--- src/rtl/traffic_stats_pkg.sv ---
// Shared constants, FSM state type and saturating arithmetic for the
// per-window UDP traffic statistics block.
package traffic_stats_pkg;

  localparam logic [7:0] IP_PROTO_UDP = 8'd17;
  localparam int         LEN_W        = 16;
  localparam int         PORT_W       = 16;

  typedef enum logic {
    ACCUM   = 1'b0,
    PUBLISH = 1'b1
  } stats_state_e;

  // Adds a and b and clamps the result to the all-ones value of a w-bit field.
  function automatic logic [63:0] sat_add(input logic [63:0] a,
                                          input logic [63:0] b,
                                          input int unsigned w);
    logic [64:0] sum;
    logic [64:0] lim;
    sum = {1'b0, a} + {1'b0, b};
    lim = (65'd1 << w) - 65'd1;
    if (sum > lim) begin
      sat_add = lim[63:0];
    end else begin
      sat_add = sum[63:0];
    end
  endfunction

endpackage

--- src/rtl/stats_window_timer.sv ---
// Free-running window timer; tc is a registered one-cycle pulse on the
// last cycle of every WINDOW_CYCLES-long window.
module stats_window_timer #(
  parameter int WINDOW_CYCLES = 125000000
) (
  input  logic clk125MHz,
  input  logic rst_n,
  output logic tc
);

  localparam int TW = $clog2(WINDOW_CYCLES);

  logic [TW-1:0] cnt_r;
  logic          tc_r;

  // Window counter; tc_r is raised one cycle early so it lines up with the terminal count.
  always_ff @(posedge clk125MHz) begin
    if (!rst_n) begin
      cnt_r <= '0;
      tc_r  <= 1'b0;
    end else begin
      if (cnt_r == TW'(WINDOW_CYCLES - 1)) begin
        cnt_r <= '0;
      end else begin
        cnt_r <= cnt_r + TW'(1);
      end
      tc_r <= (cnt_r == TW'(WINDOW_CYCLES - 2));
    end
  end

  assign tc = tc_r;

endmodule

--- src/rtl/traffic_window_stats.sv ---
// Accumulates UDP packet statistics over fixed time windows and publishes
// one snapshot per window through a valid/ready output register.
module traffic_window_stats
  import traffic_stats_pkg::*;
#(
  parameter int WINDOW_CYCLES = 125000000,
  parameter int CNT_W         = 32,
  parameter int BYTE_W        = 48
) (
  input  logic              clk125MHz,
  input  logic              rst_n,
  input  logic              udp_hdr_valid,
  output logic              udp_hdr_ready,
  input  logic [15:0]       ip_length,
  input  logic [7:0]        ip_protocol,
  input  logic [15:0]       udp_source_port,
  input  logic [15:0]       udp_dest_port,
  input  logic [15:0]       watch_port,
  output logic              stats_valid,
  input  logic              stats_ready,
  output logic [CNT_W-1:0]  stats_pkt_count,
  output logic [BYTE_W-1:0] stats_byte_count,
  output logic [CNT_W-1:0]  stats_watch_count,
  output logic [15:0]       stats_min_len,
  output logic [15:0]       stats_max_len,
  output logic              stats_overflow
);

  logic              tc_s;
  logic              counted_s;
  logic              hit_s;
  logic              load_s;
  logic              drop_s;
  stats_state_e      state_r, state_nxt_s;
  logic [CNT_W-1:0]  pkt_r, pkt_nxt_s;
  logic [BYTE_W-1:0] byte_r, byte_nxt_s;
  logic [CNT_W-1:0]  watch_r, watch_nxt_s;
  logic [LEN_W-1:0]  min_r, min_nxt_s;
  logic [LEN_W-1:0]  max_r, max_nxt_s;
  logic              lost_r;

  stats_window_timer #(.WINDOW_CYCLES(WINDOW_CYCLES)) u_timer (
    .clk125MHz (clk125MHz),
    .rst_n     (rst_n),
    .tc        (tc_s)
  );

  // Headers are never back-pressured: ready follows reset release directly.
  assign udp_hdr_ready = rst_n;
  assign stats_valid   = (state_r == PUBLISH);

  // Next accumulator values including the header (if any) of this cycle.
  always_comb begin
    counted_s   = udp_hdr_valid && rst_n && (ip_protocol == IP_PROTO_UDP);
    hit_s       = (udp_source_port == watch_port) || (udp_dest_port == watch_port);
    pkt_nxt_s   = pkt_r;
    byte_nxt_s  = byte_r;
    watch_nxt_s = watch_r;
    min_nxt_s   = min_r;
    max_nxt_s   = max_r;
    if (counted_s) begin
      pkt_nxt_s  = CNT_W'(sat_add(64'(pkt_r), 64'd1, CNT_W));
      byte_nxt_s = BYTE_W'(sat_add(64'(byte_r), 64'(ip_length), BYTE_W));
      if (hit_s) begin
        watch_nxt_s = CNT_W'(sat_add(64'(watch_r), 64'd1, CNT_W));
      end else begin
        watch_nxt_s = watch_r;
      end
      min_nxt_s = (ip_length < min_r) ? ip_length : min_r;
      max_nxt_s = (ip_length > max_r) ? ip_length : max_r;
    end else begin
      pkt_nxt_s = pkt_r;
    end
  end

  // Publish FSM: load a snapshot on TC when the output register is free, else drop it.
  always_comb begin
    state_nxt_s = state_r;
    load_s      = 1'b0;
    drop_s      = 1'b0;
    case (state_r)
      ACCUM: begin
        if (tc_s) begin
          load_s      = 1'b1;
          state_nxt_s = PUBLISH;
        end else begin
          state_nxt_s = ACCUM;
        end
      end
      PUBLISH: begin
        if (stats_ready) begin
          if (tc_s) begin
            load_s      = 1'b1;
            state_nxt_s = PUBLISH;
          end else begin
            state_nxt_s = ACCUM;
          end
        end else begin
          drop_s      = tc_s;
          state_nxt_s = PUBLISH;
        end
      end
      default: state_nxt_s = ACCUM;
    endcase
  end

  // Accumulators restart in the cycle after TC; the TC-cycle header lands in the snapshot.
  always_ff @(posedge clk125MHz) begin
    if (!rst_n) begin
      state_r <= ACCUM;
      pkt_r   <= '0;
      byte_r  <= '0;
      watch_r <= '0;
      min_r   <= 16'hFFFF;
      max_r   <= 16'h0000;
    end else begin
      state_r <= state_nxt_s;
      if (tc_s) begin
        pkt_r   <= '0;
        byte_r  <= '0;
        watch_r <= '0;
        min_r   <= 16'hFFFF;
        max_r   <= 16'h0000;
      end else begin
        pkt_r   <= pkt_nxt_s;
        byte_r  <= byte_nxt_s;
        watch_r <= watch_nxt_s;
        min_r   <= min_nxt_s;
        max_r   <= max_nxt_s;
      end
    end
  end

  // Snapshot register and lost-window flag.
  always_ff @(posedge clk125MHz) begin
    if (!rst_n) begin
      stats_pkt_count   <= '0;
      stats_byte_count  <= '0;
      stats_watch_count <= '0;
      stats_min_len     <= 16'h0000;
      stats_max_len     <= 16'h0000;
      stats_overflow    <= 1'b0;
      lost_r            <= 1'b0;
    end else if (load_s) begin
      stats_pkt_count   <= pkt_nxt_s;
      stats_byte_count  <= byte_nxt_s;
      stats_watch_count <= watch_nxt_s;
      stats_min_len     <= (pkt_nxt_s == '0) ? 16'h0000 : min_nxt_s;
      stats_max_len     <= (pkt_nxt_s == '0) ? 16'h0000 : max_nxt_s;
      stats_overflow    <= lost_r;
      lost_r            <= 1'b0;
    end else if (drop_s) begin
      lost_r <= 1'b1;
    end
  end

endmodule

--- config.mk ---
export PLATFORM = sky130hd
export DESIGN_NAME = traffic_window_stats
export DESIGN_NICKNAME = d
export VERILOG_FILES = /design/src/rtl/traffic_stats_pkg.sv /design/src/rtl/stats_window_timer.sv /design/src/rtl/traffic_window_stats.sv
export SDC_FILE = /design/constraint.sdc
export NUM_CORES = 1
export LEC_CHECK = 0
export ABC_AREA = 1
export BUFFER_PORTS_ARGS = -buffer_cell sky130_fd_sc_hd__clkbuf_2
export CORE_ASPECT_RATIO = 1.25
export CORE_UTILIZATION = 25
export DETAILED_ROUTE_END_ITERATION = 10
export SETUP_SLACK_MARGIN = 0.2
export SLEW_MARGIN = 30
export SYNTH_ARGS = -nofsm -noshare
export SYNTH_HDL_FRONTEND = slang
export SYNTH_SLANG_ARGS = --single-unit
export TNS_END_PERCENT = 20
--- constraint.sdc ---
create_clock -name clk125MHz -period 3.58 [get_ports clk125MHz]
set_input_delay 0.895 -clock clk125MHz [delete_from_list [all_inputs] [get_ports clk125MHz]]
set_output_delay 0.895 -clock clk125MHz [all_outputs]
set_load 0.03 [all_outputs]
==> results of run 1 <==
## what timing repair did
| action | in CTS | in global routing |
|---|---|---|
| gates resized for setup | 0 | 4 |
| endpoints found under the setup margin | 0 | 30 |
| hold endpoints to repair | 0 | 0 |
## critical path, cell delays in order (launching register included)
cell	delay (ns)
dfxtp_1	0.45
nand2_1	0.18
nor2_2	0.27
nand2_1	0.14
nor2_2	0.23
nand3_1	0.11
nand2_1	0.16
nor2_1	0.07
nand3_1	0.12
nor2_1	0.08
nand2_2	0.14
nand2_2	0.14
o21ai_4	0.22
nand2_1	0.09
inv_2	0.06
nand2_2	0.07
nor2_4	0.12
nand2_4	0.07
buf_12	0.18
nand2_2	0.07
nand2_1	0.04
## worst max-delay path by stage
| stage | start | slack [ns] | to | cells past startpoint |
|---|---|---|---|---|
| after floorplan | ip_length[0] | 0.22 | stats_byte_count[33] | 20 |
| after global placement | ip_length[0] | 0.10 | stats_byte_count[31] | 20 |
| after detailed placement | ip_length[0] | 0.01 | stats_byte_count[41] | 20 |
| after CTS | pkt_r[9] | 0.37 | stats_min_len[8] | 20 |
| after global routing | ip_length[0] | 0.18 | stats_byte_count[38] | 20 |
| final | pkt_r[9] | 0.42 | stats_min_len[12] | 20 |
## power breakdown
group          leakage (nW)  switching, mW  internal [mW]
combinational          6.27          0.195          0.115
clock                 0.701           1.63           2.71
sequential             2.57        0.00440           3.55
## metrics by stage
step	std cells	area (um^2)	setup WS, ns	hold slack (ns)
6_report	3858	21780	0.4196	0.4500
2_1_floorplan	2631	17720	0.2161	0.4405
3_3_place_gp	3787	20340	0.1018	0.4372
5_1_grt	3858	21780	0.1828	0.4695
3_5_place_dp	3787	20340	0.01138	0.4405
4_1_cts	3858	21760	0.3680	0.4553
## synthesized netlist by cell type, types with 5 or more instances
library cell / instances / area (um^2)
nor4_1: 27 / 168.9
xnor2_1: 18 / 157.7
nand2_4: 5 / 56.30
nand3_1: 179 / 895.9
or2_2: 20 / 125.1
a21boi_0: 7 / 52.55
buf_1: 5 / 18.77
o21ai_1: 28 / 140.1
a21oi_1: 61 / 305.3
buf_2: 9 / 45.04
inv_2: 9 / 33.78
dfxtp_1: 319 / 6386
nand4_1: 57 / 356.6
o21bai_1: 5 / 37.54
mux2_2: 13 / 146.4
ha_1: 53 / 663.1
nand2_2: 44 / 275.3
inv_1: 236 / 885.9
xor2_1: 85 / 744.5
nor3b_1: 7 / 52.55
nand2_1: 696 / 2613
nor2_4: 9 / 101.4
nor3_1: 57 / 285.3
nor2_2: 10 / 62.56
clkbuf_1: 64 / 240.2
nor2_1: 361 / 1355
o21ai_0: 180 / 900.9
a31oi_1: 7 / 43.79
## registers in the layout (all words and copies together), names as in the netlist
register / cells
min_r: 16
watch_r: 32
u_timer.tc: 1
stats_max_len: 16
max_r: 16
stats_pkt_count: 32
pkt_r: 32
byte_r: 48
lost_r: 1
stats_overflow: 1
stats_watch_count: 32
stats_byte_count: 48
stats_valid: 1
u_timer.cnt_r: 27
stats_min_len: 16
## cell families after synthesis
logic type                 after synthesis  synth area share, %
and+or+nand+nor                       1497                37.37
buffers and inverters                  337                7.571
DFF                                    319                36.05
AOI/OAI and AO/OA                      307                9.188
xor gates and xnor gates               103                5.092
adders and majority gates               54                3.856
muxes                                   14               0.8828
## layout make-up
class | count | area share (%)
inverters | 249 | 4.315
repair buffers | 309 | 8.446
clock buffers | 53 | 5.332
flip-flops and latches | 319 | 29.32
clock inverters | 18 | 1.189
multi-input cells | 1975 | 46.02
well taps | 935 | 5.372
## layer usage
layer | vias up | routed length [um] | global-route usage [%]
li1 | 9019 | - | -
met1 | 8099 | 25780 | 20.14
met2 | 423 | 27700 | 27.44
met3 | 114 | 3099 | 3.002
met4 | 0 | 2304 | 6.688
met5 | - | 0 | 0
==> impl_metrics.yaml, run 1 <==
clocking:
  clock_path_buffers: 3
  cts_htree_levels: 2
  cts_tree: "yes"
  cts_made_buffers: 39
  cts_sinks: 319
  clock_latency_ns: 0.55
  cts_hold_buffers: 0
  clock-root-buffer: "clkbuf_16"
  post_cts.repair.setup_buffers: 0
  clkSlewWorstSetupHoldPaths_ns: 0.06
sta:
  actual_slew_at_the_worst_max_slew_pin_ns: 0.8494
  finalSetupViolCount: 0
  slew_violations: 0
  timing.setup.tns_ns: 0
  slew_headroom_pct: 43.37
  min_period_over_period_pct: 88.28
  fin_worst_skew_ns: 0.01836
  max_freq_mhz: 316.4
  finalCriticalPeriod_ns: 3.160
  rsz0062_at_grt: "yes"
  hold_viol: 0
critical_path:
  timing.critical_path.arrival_ns: 3.60
  cp_data_required_time_ns: 4.02
  worst_setup_path_start_kind: "register"
  worstRegToRegCells: 20
  max_fanout_on_critical_path: 28
  worst_r2r_endpoint: "stats_min_len[12]"
  startpoint_of_the_most_critical_register_to_register_path: "pkt_r[9]"
  critPathKind: "reg -> reg"
  setup.worst_path.end_class: "register"
  reg2reg_slack_ns: 0.42
power:
  power_density_mw_per_mm2: 377.0
  vdd_ir_drop_max_uv: 247.0
  cellLeakagePower_nw: 9.539
  total_power_mw: 8.210
yosys:
  synth_cells: 2631
  netlist-cell-type-count: 54
  edff_count_synth: 0
  yosys_warnings: 0
  postSynthAreaPerCell_um2: 6.734
  ys_dominant_reg_cell: "dfxtp_1"
  synth-async-reset-ratio_pct: 0
  seq_area_frac_synth_pct: 36.05
  mappedNetlistArea_mm2: 0.01772
  postSynthRegisterBits: 319
  synth_fp_nets: 2761
status:
  status: "finished, final reports clean"
finish:
  post-route-util_pct: 31.23
  multi_input_area_mm2: 0.01002
  final_cell_mix: "696 x nand2_1, 358 x nor2_1, 319 x dfxtp_1"
  fill_cells: 7781
  syn_to_final_growth_pct: 22.92
  num-nets-final: 3023
  drive_gt1_share_pct: 17.58
  layout_commonest_cell: "nand2_1"
  n_antenna_cell: 0
  regArea_mm2: 0.006386
placement:
  finalWeightedCongestion: 0.9836
  hpwl_mm: 45.03
  place.port_buffers: 222
detailed_routing:
  via_count: 17660
  first_iter_violations: 997
  route.final.wire_length_mm: 58.89
  post-route-drc-count: 0
  residual_antenna_violating_net_count_after_detailed_routing: 0
  routedWlPerCell_um: 15.26
  drtPass1Iterations: 5
  detail_route.vias_per_cell: 4.576
die:
  die_ar_mm2: 0.07194
  width_of_the_die_um: 240.1
  die_height_um: 299.6
  initial_core_utilization_pct: 25.41
  row_count: 108
  placeableCoreArea_mm2: 0.06973
  io_pins: 223
min_path:
  min_delay_path_depth: 2
  hold_path_end: "stats_max_len[5]"
  min-delay-path-class: "reg -> reg"
  timing.hold.worst.start: "stats_max_len[5]"
grt:
  grt.total_usage_pct: 16.25
  grt_overflow_total: 0
  maximum_number_of_pins_on_one_net_before_global_route_repair: 118
  first_global_vias: 16820
  grt_pass1_wl_mm: 92.15
  antenna_violations_before_repair: 0
run:
  max_cap_check_violation_count: 0
(Power assumes the default switching activity.)
==> inputs of run 2 (changes only) <==
--- a/config.mk
+++ b/config.mk
@@ -5,7 +5,6 @@
 export SDC_FILE = /design/constraint.sdc
 export NUM_CORES = 1
 export LEC_CHECK = 0
-export ABC_AREA = 1
 export BUFFER_PORTS_ARGS = -buffer_cell sky130_fd_sc_hd__clkbuf_2
 export CORE_ASPECT_RATIO = 1.25
 export CORE_UTILIZATION = 25
==> run 2 against run 1 <==
Net effect: non-clock buffer count grew 145; highest routed layer unchanged; sequential power barely moved; maximum frequency down 7.8%; via count down 9.1%; register-to-register slack worse by 0.23 ns; routed wire length shrank 4.1%; cell count decreased by 16%.
==> impl_metrics.yaml, run 2 <==
grt:
  first_global_vias: 15260
  grt_overflow_total: 0
  antenna_violations_before_repair: 0
  grt.total_usage_pct: 16.45
  grt_pass1_wl_mm: 87.67
  maximum_number_of_pins_on_one_net_before_global_route_repair: 73
detailed_routing:
  first_iter_violations: 1012
  detail_route.vias_per_cell: 4.925
  routedWlPerCell_um: 17.32
  via_count: 16050
  drtPass1Iterations: 7
  residual_antenna_violating_net_count_after_detailed_routing: 0
  route.final.wire_length_mm: 56.44
  post-route-drc-count: 0
finish:
  largest_registers: "byte_r x48, stats_byte_count x48"
  layout_commonest_cell: "dfxtp_1"
  fill_cells: 6989
  n_antenna_cell: 0
  post-route-util_pct: 32.69
  drive_gt1_share_pct: 24.14
  final_cell_mix: "308 x dfxtp_1, 222 x clkbuf_2, 222 x buf_4"
  num-nets-final: 2508
  syn_to_final_growth_pct: 29.07
clocking:
  cts_sinks: 319
  clock_latency_ns: 0.55
  clkSlewWorstSetupHoldPaths_ns: 0.06
  cts_htree_levels: 2
  clock-root-buffer: "clkbuf_16"
  cts_made_buffers: 37
  cts_tree: "yes"
  clock_path_buffers: 3
  cts_hold_buffers: 0
status:
  status: "finished, final reports clean"
power:
  vdd_ir_drop_max_uv: 255.7
  cellLeakagePower_nw: 8.899
  power_density_mw_per_mm2: 350.3
  clock_power_share_pct: 49.0
  combPwrFrac_pct: 3.7
  net-switching-power_mw: 1.720
  internal_power_mw: 5.802
  switching_share_pct: 22.87
  seq_power_share_pct: 47.3
yosys:
  synth_fp_nets: 2145
  synth_common_cells: "319 x dfxtp_1, 211 x nand2_1, 205 x nor2_1"
  edff_count_synth: 0
  postSynthRegisterBits: 319
  postSynthAreaPerCell_um2: 8.256
  yosys.area.top_type: "dfxtp_1"
  synth_cells: 2015
  seq_area_frac_synth_pct: 38.39
  mappedNetlistArea_mm2: 0.01664
  synth-async-reset-ratio_pct: 0
  synthTopCellsByArea: "dfxtp_1 38%, nand2_1 4.8%, nor2_1 4.6%"
  ys_dominant_reg_cell: "dfxtp_1"
  yosys.cell_count.top_type: "dfxtp_1"
  synth_top_cell_area_share_pct: 38.39
  netlist-cell-type-count: 86
  yosys_warnings: 0
placement:
  place_worst_setup_slack_ns: -0.4928
  place.port_buffers: 222
  finalWeightedCongestion: 0.9529
  hpwl_mm: 42.46
min_path:
  min-delay-path-class: "reg -> reg"
critical_path:
  cp_data_required_time_ns: 4.02
  worst_setup_path_start_kind: "input port"
  timing.critical_path.arrival_ns: 3.87
  setup.worst_path.end_class: "register"
  critPathKind: "in -> reg"
  max_fanout_on_critical_path: 32
run:
  max_cap_check_violation_count: 0
sta:
  fin_worst_skew_ns: 0.02613
  finalWorstSetupSlack_ns: 0.1515
  slew_violations: 0
  hold_viol: 0
  max_freq_mhz: 291.7
  finalCriticalPeriod_ns: 3.429
  min_period_over_period_pct: 95.77
  slew_headroom_pct: 54.16
  actual_slew_at_the_worst_max_slew_pin_ns: 0.6830
  rsz0062_at_grt: "yes"
  finalSetupViolCount: 0
die:
  io_pins: 223
  placeableCoreArea_mm2: 0.06569
  die_ar_mm2: 0.06759
  die_height_um: 290.4
  row_count: 105
  initial_core_utilization_pct: 25.33
  width_of_the_die_um: 232.7
-- run 2: cell count changes in the layout (fill, tap and decap cells not counted), sizes merged, moves of 60 or more --
cell / change
and2: +60
buf: +145
inv: -179
nand2: -535
nand3: -104
nor2: -178
o21ai: -89
-- run 2: critical path: stages --
cell and delay, ns:
clkbuf_2 0.08, or4b_4 0.56, or4_4 0.60, nor2_2 0.20, nand2_1 0.08, xor2_1 0.20, nand4_1 0.14, or4_4 0.46
buf_12 0.18, o41a_1 0.42
-- run 2: cells by family (layout without fill, tap and decap cells) --
logic type	count (synthesis)	after routing	share of synthesized area, %
adder cells (fa/ha/maj)	54	54	4.107
flip-flops	319	319	38.39
AND/OR/NAND/NOR	825	825	24.97
buffers and inverters	195	583	4.776
AO/OA/AOI/OAI	485	485	20.19
XOR/XNOR	91	91	4.791
multiplexers	46	46	2.775
-- run 2: through the flow --
step	setup TNS [ns]	instances	hold WS [ns]	total power [mW]	area (um^2)
global route	0	3259	0.4607	7.820	21470
global placement	-27.83	3189	0.4334	3.914	20130
CTS	0	3254	0.4459	7.662	21310
finish	0	3259	0.4457	7.522	21470
floorplan	-5.349	2015	0.4409	3.770	16660
detailed placement	-34.55	3189	0.4350	3.916	20130
-- run 2: what timing repair did --
item,4_1_cts,5_1_grt
pin swaps,1,6
hold endpoints to repair,0,0
buffers inserted,1,5
gates resized for setup,3,30
setup endpoints to repair,34,96
gates cloned,0,0
-- run 2: final cells by class --
| type | count | area, um^2 | share of cell area (%) |
|---|---|---|---|
| sequential | 319 | 6400 | 29.81 |
| clock buffer | 52 | 1062 | 4.947 |
| inverter | 65 | 244.0 | 1.136 |
| multi-input combinational | 1501 | 9620 | 44.81 |
| clock inverter | 12 | 96.34 | 0.4487 |
| timing repair buffer | 454 | 2978 | 13.87 |
| tap | 856 | 1071 | 4.988 |
-- run 2: final timing paths --
path / start / endpoint / slack (ns) / depth (start not counted)
worst max-delay path: ip_protocol[3] / stats_min_len[10] / 0.15 / 10
worst min-delay path: stats_pkt_count[27] / stats_pkt_count[27] / 0.45 / 2
worst max register to register: pkt_r[0] / stats_min_len[10] / 0.19 / 11
worst min register to register: stats_pkt_count[27] / stats_pkt_count[27] / 0.45 / 2
-- run 2: metal layers --
metal  share of wire, %  track usage [%]  up-vias  routed length [um]
met1                 45            21.55     7552               25680
met4                3.5            6.281        0                1974
li1                   -                -     8001                   -
met3                5.0            2.816      100                2806
met2                 46            26.69      396               25980
met5                  0                0        -                   0
-- run 2: power groups by stage --
stage | Combinational (mW) | Clock (mW) | Sequential [mW]
floorplan | 0.136 | 0 | 3.63
global placement | 0.279 | 0 | 3.64
detailed placement | 0.280 | 0 | 3.64
global route | 0.305 | 3.96 | 3.56
finish | 0.276 | 3.69 | 3.56
CTS | 0.282 | 3.82 | 3.56
